File: src/rtl/tiled_ws_controller.sv
// rtl/tiled_ws_controller.sv - multi-tile weight-stationary systolic array control path
//
// Purpose: sequences LOAD -> STREAM -> NEXT for each of n_tiles weight tiles,
// driving weight/input SRAM reads, output SRAM writes and the PE control planes.
// All outputs are registered and decoded from the next state/count, so the
// values for a given (state, cnt) appear on the pins in that same cycle.
//
// Ports:
//   clk_i, rst_i (sync, active-high), start_i (rising edge), abort_i
//   i_rows_i, n_tiles_i, w_offset_i, i_offset_i, o_offset_i, o_stride_i : job config
//   busy_o, done_o                          : status
//   wb_* / ib_*                             : weight / input SRAM read ports (active-low)
//   ob_*                                    : output SRAM write port (active-low)
//   ctrl_load_o, ctrl_sum_out_o, ctrl_ps_in_o, ctrl_ps_valid_o : PE control planes
module tiled_ws_controller #(
  parameter int WIDTH     = 8,
  parameter int ROW       = 4,
  parameter int COL       = 4,
  parameter int W_SIZE    = 256,
  parameter int I_SIZE    = 256,
  parameter int O_SIZE    = 256,
  parameter int MAX_TILES = 16,
  localparam int AW = $clog2(W_SIZE),
  localparam int AI = $clog2(I_SIZE),
  localparam int AO = $clog2(O_SIZE),
  localparam int TW = $clog2(MAX_TILES) + 1
) (
  input  logic                        clk_i,
  input  logic                        rst_i,
  input  logic                        start_i,
  input  logic                        abort_i,
  input  logic [AI:0]                 i_rows_i,
  input  logic [TW-1:0]               n_tiles_i,
  input  logic [AW-1:0]               w_offset_i,
  input  logic [AI-1:0]               i_offset_i,
  input  logic [AO-1:0]               o_offset_i,
  input  logic [AO-1:0]               o_stride_i,
  output logic                        busy_o,
  output logic                        done_o,
  output logic                        wb_cenb_o,
  output logic                        wb_wenb_o,
  output logic [AW-1:0]               wb_addr_o,
  output logic                        ib_cenb_o,
  output logic                        ib_wenb_o,
  output logic [AI-1:0]               ib_addr_o,
  output logic                        ob_cenb_o,
  output logic                        ob_wenb_o,
  output logic [AO-1:0]               ob_addr_o,
  output logic [0:ROW-1][0:COL-1]     ctrl_load_o,
  output logic [0:ROW-1][0:COL-1]     ctrl_sum_out_o,
  output logic [0:ROW-1][0:COL-1]     ctrl_ps_in_o,
  output logic [0:ROW-1][0:COL-1]     ctrl_ps_valid_o
);

  // WIDTH only describes the datapath; it is checked here so a bad value is caught early.
  if (WIDTH < 1 || ROW < 1 || COL < 1) begin : g_param_check
    $error("tiled_ws_controller: WIDTH, ROW and COL must be positive");
  end

  // cnt must reach i_rows_max + ROW in STREAM.
  localparam int CW = $clog2((2 ** (AI + 1)) + ROW + 1);
  localparam logic [CW-1:0] ROW_C = CW'(ROW);

  typedef enum logic [2:0] {S_IDLE, S_LOAD, S_STREAM, S_NEXT, S_DONE} state_t;

  state_t        state_q, state_d;
  logic [CW-1:0] cnt_q, cnt_d;
  logic [TW-1:0] t_q, t_d;
  logic          start_prev_q;

  logic [AI:0]   i_rows_q, i_rows_d;
  logic [TW-1:0] n_tiles_q, n_tiles_d;
  logic [AW-1:0] w_off_q, w_off_d;
  logic [AI-1:0] i_off_q, i_off_d;
  logic [AO-1:0] o_off_q, o_off_d;
  logic [AO-1:0] o_stride_q, o_stride_d;

  logic          busy_q, busy_d, done_q, done_d;
  logic          wb_cenb_q, wb_cenb_d, ib_cenb_q, ib_cenb_d;
  logic          ob_cenb_q, ob_cenb_d, ob_wenb_q, ob_wenb_d;
  logic [AW-1:0] wb_addr_q, wb_addr_d;
  logic [AI-1:0] ib_addr_q, ib_addr_d;
  logic [AO-1:0] ob_addr_q, ob_addr_d;
  logic [0:ROW-1][0:COL-1] load_q, load_d, sum_q, sum_d, psin_q, psin_d, psv_q, psv_d;

  logic          start_edge;
  logic [CW-1:0] stream_last;
  logic [TW-1:0] last_t;
  logic [CW-1:0] ir_x;

  assign start_edge  = start_i & ~start_prev_q;
  assign stream_last = CW'(i_rows_q) + ROW_C;
  // n_tiles = 0 runs a single tile, same as n_tiles = 1.
  assign last_t      = (n_tiles_q == '0) ? '0 : n_tiles_q - TW'(1);
  assign ir_x        = CW'(i_rows_d);

  // Next state, counters and captured config.
  always_comb begin
    state_d    = state_q;
    cnt_d      = cnt_q;
    t_d        = t_q;
    i_rows_d   = i_rows_q;
    n_tiles_d  = n_tiles_q;
    w_off_d    = w_off_q;
    i_off_d    = i_off_q;
    o_off_d    = o_off_q;
    o_stride_d = o_stride_q;
    case (state_q)
      S_IDLE: begin
        if (start_edge) begin
          state_d    = S_LOAD;
          cnt_d      = '0;
          t_d        = '0;
          i_rows_d   = i_rows_i;
          n_tiles_d  = n_tiles_i;
          w_off_d    = w_offset_i;
          i_off_d    = i_offset_i;
          o_off_d    = o_offset_i;
          o_stride_d = o_stride_i;
        end
      end
      S_LOAD: begin
        if (cnt_q == ROW_C) begin
          state_d = S_STREAM;
          cnt_d   = '0;
        end else begin
          cnt_d = cnt_q + CW'(1);
        end
      end
      S_STREAM: begin
        if (cnt_q == stream_last) begin
          state_d = S_NEXT;
          cnt_d   = '0;
        end else begin
          cnt_d = cnt_q + CW'(1);
        end
      end
      S_NEXT: begin
        cnt_d = '0;
        if (t_q == last_t) begin
          state_d = S_DONE;
        end else begin
          state_d = S_LOAD;
          t_d     = t_q + TW'(1);
        end
      end
      S_DONE: begin
        state_d = S_IDLE;
        cnt_d   = '0;
      end
      default: begin
        state_d = S_IDLE;
        cnt_d   = '0;
      end
    endcase
    // Abort overrides any start edge or progress; the job is dropped without done.
    if (abort_i) begin
      state_d    = S_IDLE;
      cnt_d      = '0;
      t_d        = '0;
      i_rows_d   = i_rows_q;
      n_tiles_d  = n_tiles_q;
      w_off_d    = w_off_q;
      i_off_d    = i_off_q;
      o_off_d    = o_off_q;
      o_stride_d = o_stride_q;
    end
  end

  // Output decode from the next state so the registered pins line up with (state, cnt).
  always_comb begin
    busy_d    = (state_d != S_IDLE);
    done_d    = (state_d == S_DONE);
    wb_cenb_d = 1'b1;
    ib_cenb_d = 1'b1;
    ob_cenb_d = 1'b1;
    ob_wenb_d = 1'b1;
    wb_addr_d = '0;
    ib_addr_d = '0;
    ob_addr_d = '0;
    load_d    = '0;
    sum_d     = '0;
    psin_d    = '0;
    psv_d     = '0;
    case (state_d)
      S_LOAD: begin
        if (cnt_d < ROW_C) begin
          wb_cenb_d = 1'b0;
          wb_addr_d = w_off_d + AW'(32'(t_d) * 32'(ROW)) + AW'(cnt_d);
        end
        if (cnt_d == ROW_C) begin
          load_d = '1;
        end
      end
      S_STREAM: begin
        sum_d     = '1;
        psin_d[0] = '1;
        if (cnt_d < ir_x) begin
          ib_cenb_d = 1'b0;
          ib_addr_d = i_off_d + AI'(cnt_d);
        end
        // Results leave the bottom row ROW+1 cycles after their input row entered.
        if (cnt_d > ROW_C) begin
          ob_cenb_d = 1'b0;
          ob_wenb_d = 1'b0;
          ob_addr_d = o_off_d + AO'(32'(t_d) * 32'(o_stride_d))
                      + AO'(32'(cnt_d) - 32'(ROW + 1));
        end
        // Valid wavefront: row r sees its i_rows partial sums starting at cnt = r+1.
        for (int r = 0; r < ROW; r++) begin
          if (cnt_d >= CW'(r + 1) && cnt_d <= CW'(r) + ir_x) begin
            psv_d[r] = '1;
          end
        end
      end
      default: begin
      end
    endcase
  end

  always_ff @(posedge clk_i) begin
    if (rst_i) begin
      state_q      <= S_IDLE;
      cnt_q        <= '0;
      t_q          <= '0;
      start_prev_q <= 1'b0;
      i_rows_q     <= '0;
      n_tiles_q    <= '0;
      w_off_q      <= '0;
      i_off_q      <= '0;
      o_off_q      <= '0;
      o_stride_q   <= '0;
      busy_q       <= 1'b0;
      done_q       <= 1'b0;
      wb_cenb_q    <= 1'b1;
      ib_cenb_q    <= 1'b1;
      ob_cenb_q    <= 1'b1;
      ob_wenb_q    <= 1'b1;
      wb_addr_q    <= '0;
      ib_addr_q    <= '0;
      ob_addr_q    <= '0;
      load_q       <= '0;
      sum_q        <= '0;
      psin_q       <= '0;
      psv_q        <= '0;
    end else begin
      state_q      <= state_d;
      cnt_q        <= cnt_d;
      t_q          <= t_d;
      start_prev_q <= start_i;
      i_rows_q     <= i_rows_d;
      n_tiles_q    <= n_tiles_d;
      w_off_q      <= w_off_d;
      i_off_q      <= i_off_d;
      o_off_q      <= o_off_d;
      o_stride_q   <= o_stride_d;
      busy_q       <= busy_d;
      done_q       <= done_d;
      wb_cenb_q    <= wb_cenb_d;
      ib_cenb_q    <= ib_cenb_d;
      ob_cenb_q    <= ob_cenb_d;
      ob_wenb_q    <= ob_wenb_d;
      wb_addr_q    <= wb_addr_d;
      ib_addr_q    <= ib_addr_d;
      ob_addr_q    <= ob_addr_d;
      load_q       <= load_d;
      sum_q        <= sum_d;
      psin_q       <= psin_d;
      psv_q        <= psv_d;
    end
  end

  assign busy_o          = busy_q;
  assign done_o          = done_q;
  assign wb_cenb_o       = wb_cenb_q;
  assign wb_wenb_o       = 1'b1;
  assign wb_addr_o       = wb_addr_q;
  assign ib_cenb_o       = ib_cenb_q;
  assign ib_wenb_o       = 1'b1;
  assign ib_addr_o       = ib_addr_q;
  assign ob_cenb_o       = ob_cenb_q;
  assign ob_wenb_o       = ob_wenb_q;
  assign ob_addr_o       = ob_addr_q;
  assign ctrl_load_o     = load_q;
  assign ctrl_sum_out_o  = sum_q;
  assign ctrl_ps_in_o    = psin_q;
  assign ctrl_ps_valid_o = psv_q;

endmodule
File: config.mk
export PLATFORM = sky130hd
export DESIGN_NAME = tiled_ws_controller
export DESIGN_NICKNAME = d
export VERILOG_FILES = /design/src/rtl/tiled_ws_controller.sv
export SDC_FILE = /design/constraint.sdc
export NUM_CORES = 1
export LEC_CHECK = 0
export CORE_UTILIZATION = 44
export CTS_CLUSTER_SIZE = 30
export DETAILED_ROUTE_END_ITERATION = 16
export PLACE_DENSITY = 0.77
export RECOVER_POWER = 50
export SETUP_SLACK_MARGIN = 0.5
export SLEW_MARGIN = 10
export SYNTH_ARGS = -nofsm -noshare
export SYNTH_HDL_FRONTEND = slang
export SYNTH_SLANG_ARGS = --single-unit
File: constraint.sdc
create_clock -name clk_i -period 7.7 [get_ports clk_i]
set_input_delay 1.54 -clock clk_i [delete_from_list [all_inputs] [get_ports clk_i]]
set_output_delay 1.54 -clock clk_i [all_outputs]
set_load 0.03 [all_outputs]
==> flow_summary.json, run 1 <==
{
  "clk_pin_slew_worst_paths_ns": 0.08,
  "worst_slew_pin_slew_ns": 3.09,
  "path_class": "primary input to flop",
  "final_antenna_net_count": 0,
  "overflow": 0,
  "period_needed_ns": 6.96,
  "die_w_um": 137,
  "place_hpwl_um": 15100,
  "start_kind": "primary input",
  "status": "finished with violations",
  "ctsHoldBuffers": 0,
  "core-area_um2": 18000,
  "boundaryPins": 146,
  "track_usage": 0.214,
  "dieHeight_um": 137,
  "post_drt_wl_per_cell_um": 16.2,
  "area_growth_pct": 19.0,
  "r2r_start": "i_rows_q[2]",
  "cts_root_buf": "clkbuf_16",
  "num_rows": 49,
  "multiInputGateArea_um2": 5270,
  "nFillCells": 1593,
  "viasPerCell": 5.24,
  "clock_latency_ns": 0.37,
  "syn_avg_cell_area_um2": 8.92,
  "setup_violations": 0,
  "numCtsBuffers": 9,
  "max_freq_ghz": 0.144,
  "power_density_nw_per_um2": 132,
  "yosysWarnings": 0,
  "hold_viol": 0,
  "worst_slack_ns": 0.736,
  "slew_violations": 67,
  "place.gp.congestion": 0.935,
  "synth_edf_count": 0,
  "fin_nets": 1144,
  "slowest_delay_ns": 0.55,
  "hold_depth": 2,
  "synthTopCellsByArea": "dfxtp_1 (25%), ha_1 (12%), fa_1 (7.9%), buf_4 (5.9%), nor2_1 (4.2%)",
  "period_share": 0.904,
  "cts.htree.levels": 3,
  "hold_path_class": "flop to flop",
  "synth.cell_area_um2": 8070,
  "drive_above_1_share": 0.0918,
  "cp_max_fo": 6,
  "vdd_drop_max_v": 0.000101,
  "antenna_found_initial": 0,
  "final_core_util": 0.534,
  "ys.flop_type": "dfxtp_1",
  "vias": 6393,
  "fin_skew_ns": 0.0155,
  "async_flop_share": 0,
  "syn-instance-count": 904,
  "dr.first_iter.drc_count": 394,
  "seq_area_frac_synth": 0.248,
  "path_common_cell": "fa_1",
  "synth_cell_types": 82,
  "rsz0062_at_grt": "false",
  "cts_tree": "built",
  "port_buffers": 131,
  "cts_num_sinks": 100,
  "grt_pass1_vias": 6107,
  "grt_max_degree": 67,
  "timing.rr.end": "ob_addr_o[7]",
  "worstHoldStart": "i_off_q[7]",
  "clock_path_buffers": 2,
  "drtPass1Iterations": 7,
  "diodes": 0,
  "crit_chain": "clkdlybuf4s50_1 > nand2b_1 > or3_1 > a21o_1 > and2_1 > or3b_4 > nor2b_1 > fa_1 > inv_1 > fa_1 > fa_1 > fa_1 > inv_1 > ha_1 > a21o_1 > a21o_1 > a21oi_1 > xnor2_1 > xnor2_2 > xnor3_1 > a31oi_1",
  "maxCapViolations": 1,
  "route.detailed.drc": 0,
  "grt_pass1_wl_um": 30600,
  "crit_arrival_ns": 7.25,
  "hold_path_end": "i_off_q[7]",
  "final_cells": 1220,
  "rr_worst_depth": 25,
  "place_ws_ns": 0.138,
  "synth_largest_area_cell": "dfxtp_1",
  "slowest_stage": "fa_1",
  "rrSetupSlack_ns": 1.09,
  "crit_path_end_kind": "flop",
  "die_area_um2": 18900,
  "ys_seq_elements": 100,
  "p_leak_nw": 4.42,
  "routed_wl_um": 19700,
  "required_ns": 7.99,
  "placed_cells": 1203,
  "violations": "max-capacitance violations, max-slew violations",
  "synth_top_area_share": 0.248,
  "fin_tns_setup_ns": 0,
  "regArea_um2": 2000,
  "initial_core_util": 0.449,
  "slew_headroom": -1.06
}
## metrics by stage
step | hold slack [ns] | instance area (um^2) | power, mW
after global routing | 0.544 | 9590 | 1.32
final | 0.520 | 9590 | 1.27
after global placement | 0.486 | 9250 | 0.795
after CTS | 0.520 | 9560 | 1.27
after detailed placement | 0.501 | 9250 | 0.802
after floorplan | 0.459 | 8110 | 0.733
## critical path: cells and delay by family
kind,cells,cell delay [ns]
buffers and inverters,3,0.59
AND/OR/NAND/NOR,5,1.18
adder cells (fa/ha/maj),5,2.36
AO/OA/AOI/OAI,5,0.91
XOR/XNOR,3,0.65
## synth_stat cells, types with 17 or more instances
master and count:
a21o_1 20, a21oi_1 34, buf_4 63, clkbuf_1 17
dfxtp_1 100, fa_1 32, ha_1 76, inv_1 68
mux2_2 18, mux2i_1 29, nand2_1 26, nand3_1 18
nor2_1 90, nor2b_1 40, xnor2_1 35, xor2_1 25
## layer usage
layer / part of all wire / wire length [um] / vias to the layer above / GRT usage
met5: 0 / 0 / - / 0
met4: 0.019 / 376 / 0 / 0.0726
met3: 0.051 / 998 / 27 / 0.0353
met2: 0.49 / 9590 / 187 / 0.366
met1: 0.44 / 8770 / 3011 / 0.270
li1: - / - / 3168 / -
## state kept, by name (all words and copies together) (netlist names), 3 cells and up
signal and flops:
state_q 3, t_q 5, wb_addr_o 8, o_stride_q 8
ctrl_ps_valid_o 4, i_off_q 8, o_off_q 8, cnt_q 10
n_tiles_q 5, ib_addr_o 8, i_rows_q 9, w_off_q 8
ob_addr_o 8
## how the worst max path moves through the flow
| stage | slack, ns | cells past startpoint | start | end |
|---|---|---|---|---|
| after floorplan | 0.60 | 21 | abort_i | ob_addr_o[7] |
| after global placement | 0.30 | 22 | start_i | ob_addr_o[7] |
| after detailed placement | 0.14 | 21 | start_i | ob_addr_o[7] |
| after CTS | 0.52 | 21 | start_i | ob_addr_o[7] |
| after global routing | 0.49 | 22 | start_i | ob_addr_o[7] |
| final | 0.74 | 21 | start_i | ob_addr_o[7] |
## layout make-up
class | count | share of cell area
tap | 229 | 0.0299
clock inverter | 7 | 0.00874
sequential | 100 | 0.209
clock buffer | 9 | 0.0235
inverter | 68 | 0.0266
multi-input combinational | 654 | 0.550
timing repair buffer | 153 | 0.153
## power breakdown
part,switching (mW),internal (mW),leakage [nW]
clock,0.241,0.234,0.151
combinational,0.136,0.119,3.46
sequential,0.00848,0.529,0.811
total,0.386,0.882,4.42
## cells in the final DEF, fill, tap and decap left out, types with 32 or more instances in the layout
cell type,netlist,layout
dlygate4sd3_1,0,62
a21oi_1,34,34
dfxtp_1,100,100
ha_1,76,76
nor2b_1,40,40
fa_1,32,32
inv_1,68,68
clkdlybuf4s50_1,0,68
nor2_1,90,90
xnor2_1,35,35
## repair_timing
action / in CTS / in global routing
pin swaps: 0 / 3
gates resized for setup: 1 / 6
cloned: 0 / 0
setup buffers: 0 / 1
setup endpoints to repair: 1 / 1
## logic make-up (layout without fill, tap and decap cells)
kind of cell	after synthesis	in the layout	synth area share
simple gates	285	285	0.188
buf+inv	162	237	0.108
compound gates	136	136	0.122
fa+ha+maj	108	108	0.197
flops	100	100	0.248
xor+xnor	63	63	0.0728
mux	48	48	0.0628
other cells	2	14	0.000931
Power figures use the tool's default switching activity.
==> run 2, diff against run 1 <==
Settings changed: CORE_MARGIN set to 5.
==> flow_summary.json, run 2 (synthesis results as in run 1) <==
{
  "status": "finished with violations",
  "violations": "max-capacitance violations, max-slew violations",
  "fin_tns_setup_ns": 0,
  "crit_path_end_kind": "flop",
  "hold_ws_ns": 0.527,
  "hold_depth": 2,
  "cts.htree.levels": 3,
  "area_growth_pct": 19.0,
  "period_share": 0.902,
  "route.detailed.drc": 0,
  "die_w_um": 145,
  "num_rows": 49,
  "antenna_found_initial": 0,
  "critPathLaunch": "start_i",
  "routed_wl_um": 20200,
  "place.gp.congestion": 0.971,
  "slew_headroom": -1.08,
  "slew_violations": 67,
  "r2r_start": "n_tiles_q[0]",
  "grt_pass1_wl_um": 32900,
  "final_common_cell": "dfxtp_1",
  "grt_pass1_vias": 6414,
  "dieHeight_um": 145,
  "final_cells": 1220,
  "clock_latency_ns": 0.37,
  "dr.first_iter.drc_count": 462,
  "clk_pin_slew_worst_paths_ns": 0.07,
  "post_drt_wl_per_cell_um": 16.5,
  "place_ws_ns": 0.210,
  "cts_root_buf": "clkbuf_16",
  "port_buffers": 131,
  "diodes": 0,
  "initial_core_util": 0.447,
  "nFillCells": 1624,
  "worst_slew_pin_slew_ns": 3.13,
  "boundaryPins": 146,
  "clock_path_buffers": 2,
  "placed_cells": 1203,
  "worstHoldStart": "o_off_q[7]",
  "place_hpwl_um": 15200,
  "rr_worst_depth": 26,
  "rsz0062_at_grt": "false",
  "required_ns": 7.99,
  "overflow": 0,
  "cp_max_fo": 6,
  "maxCapViolations": 1,
  "reg.largest.list": "cnt_q (10), i_rows_q (9)",
  "crit_arrival_ns": 7.23,
  "largest_reg_flops": 10,
  "vias": 6471,
  "drive_above_1_share": 0.0949,
  "setup_violations": 0,
  "path_class": "primary input to flop",
  "numCtsBuffers": 9,
  "cts_tree": "built",
  "final_antenna_net_count": 0,
  "drtPass1Iterations": 5,
  "final_core_util": 0.532,
  "period_needed_ns": 6.94,
  "die_area_um2": 21100,
  "fin_skew_ns": 0.0125,
  "power_density_nw_per_um2": 132,
  "finalInstanceArea_um2": 9600,
  "worst_slack_ns": 0.758,
  "start_kind": "primary input",
  "max_freq_ghz": 0.144,
  "total_power_mw": 1.27,
  "place_area_um2": 9250,
  "core-area_um2": 18000,
  "hold_path_class": "flop to flop",
  "p_leak_nw": 4.40,
  "hold_viol": 0,
  "grt_max_degree": 67,
  "regMostFlops": "cnt_q",
  "viasPerCell": 5.30,
  "layout_common_cells": "dfxtp_1 (100), nor2_1 (90), ha_1 (76)",
  "cts_num_sinks": 100,
  "track_usage": 0.188,
  "fin_nets": 1144,
  "vdd_drop_max_v": 0.000106
}
-- run 2: changes by cell type in the layout (fill, tap and decap cells not counted), moves of 2 or more --
cell and change:
inv_8 -2, mux2i_2 +2, inv_6 +3, mux2i_1 -2
-- run 2: layer usage --
| metal | track usage | vias up | share of wire |
|---|---|---|---|
| met4 | 0.0690 | 0 | 0.023 |
| li1 | - | 3172 | - |
| met3 | 0.0324 | 28 | 0.051 |
| met2 | 0.315 | 190 | 0.49 |
| met1 | 0.244 | 3081 | 0.44 |
| met5 | 0 | - | 0 |
-- run 2: layout make-up --
type	count	area, um^2	share of cell area
Clock inverter	6	62.6	0.00652
Multi-Input combinational cell	654	5280	0.551
Tap cell	229	287	0.0299
Timing Repair Buffer	153	1470	0.153
Sequential cell	100	2000	0.209
Inverter	68	255	0.0266
Clock buffer	10	239	0.0249
-- run 2: repair_timing --
action	CTS	global route
gates resized for setup	0	10
buffers inserted	0	1
hold buffers	0	0
endpoints found under the setup margin	0	1
-- run 2: report_power, final --
group	switching [mW]	leakage (nW)	internal (mW)	total (mW)
Clock	0.236	0.149	0.238	0.474
Sequential	0.00858	0.811	0.529	0.538
Combinational	0.137	3.44	0.119	0.257
-- run 2: worst paths after layout --
| path | endpoint | slack [ns] |
|---|---|---|
| setup / recovery | ob_addr_o[7] | 0.76 |
| hold / removal | o_off_q[7] | 0.53 |
| setup reg to reg | ob_addr_o[7] | 1.12 |
| hold reg to reg | o_off_q[7] | 0.53 |
-- run 2: critical path, cell delays in order --
cell and delay (ns):
clkdlybuf4s50_1 0.49, nand2b_1 0.10, or3_1 0.34, a21o_1 0.21, and2_1 0.15, or3b_4 0.44
nor2b_1 0.17, fa_2 0.54, ha_1 0.24, fa_1 0.54, inv_1 0.05, fa_1 0.53
inv_1 0.06, ha_1 0.28, a21o_1 0.17, a21o_1 0.20, a21o_1 0.18, a21oi_1 0.16
xnor2_1 0.18, xnor2_2 0.16, xnor3_1 0.32, a31oi_1 0.15
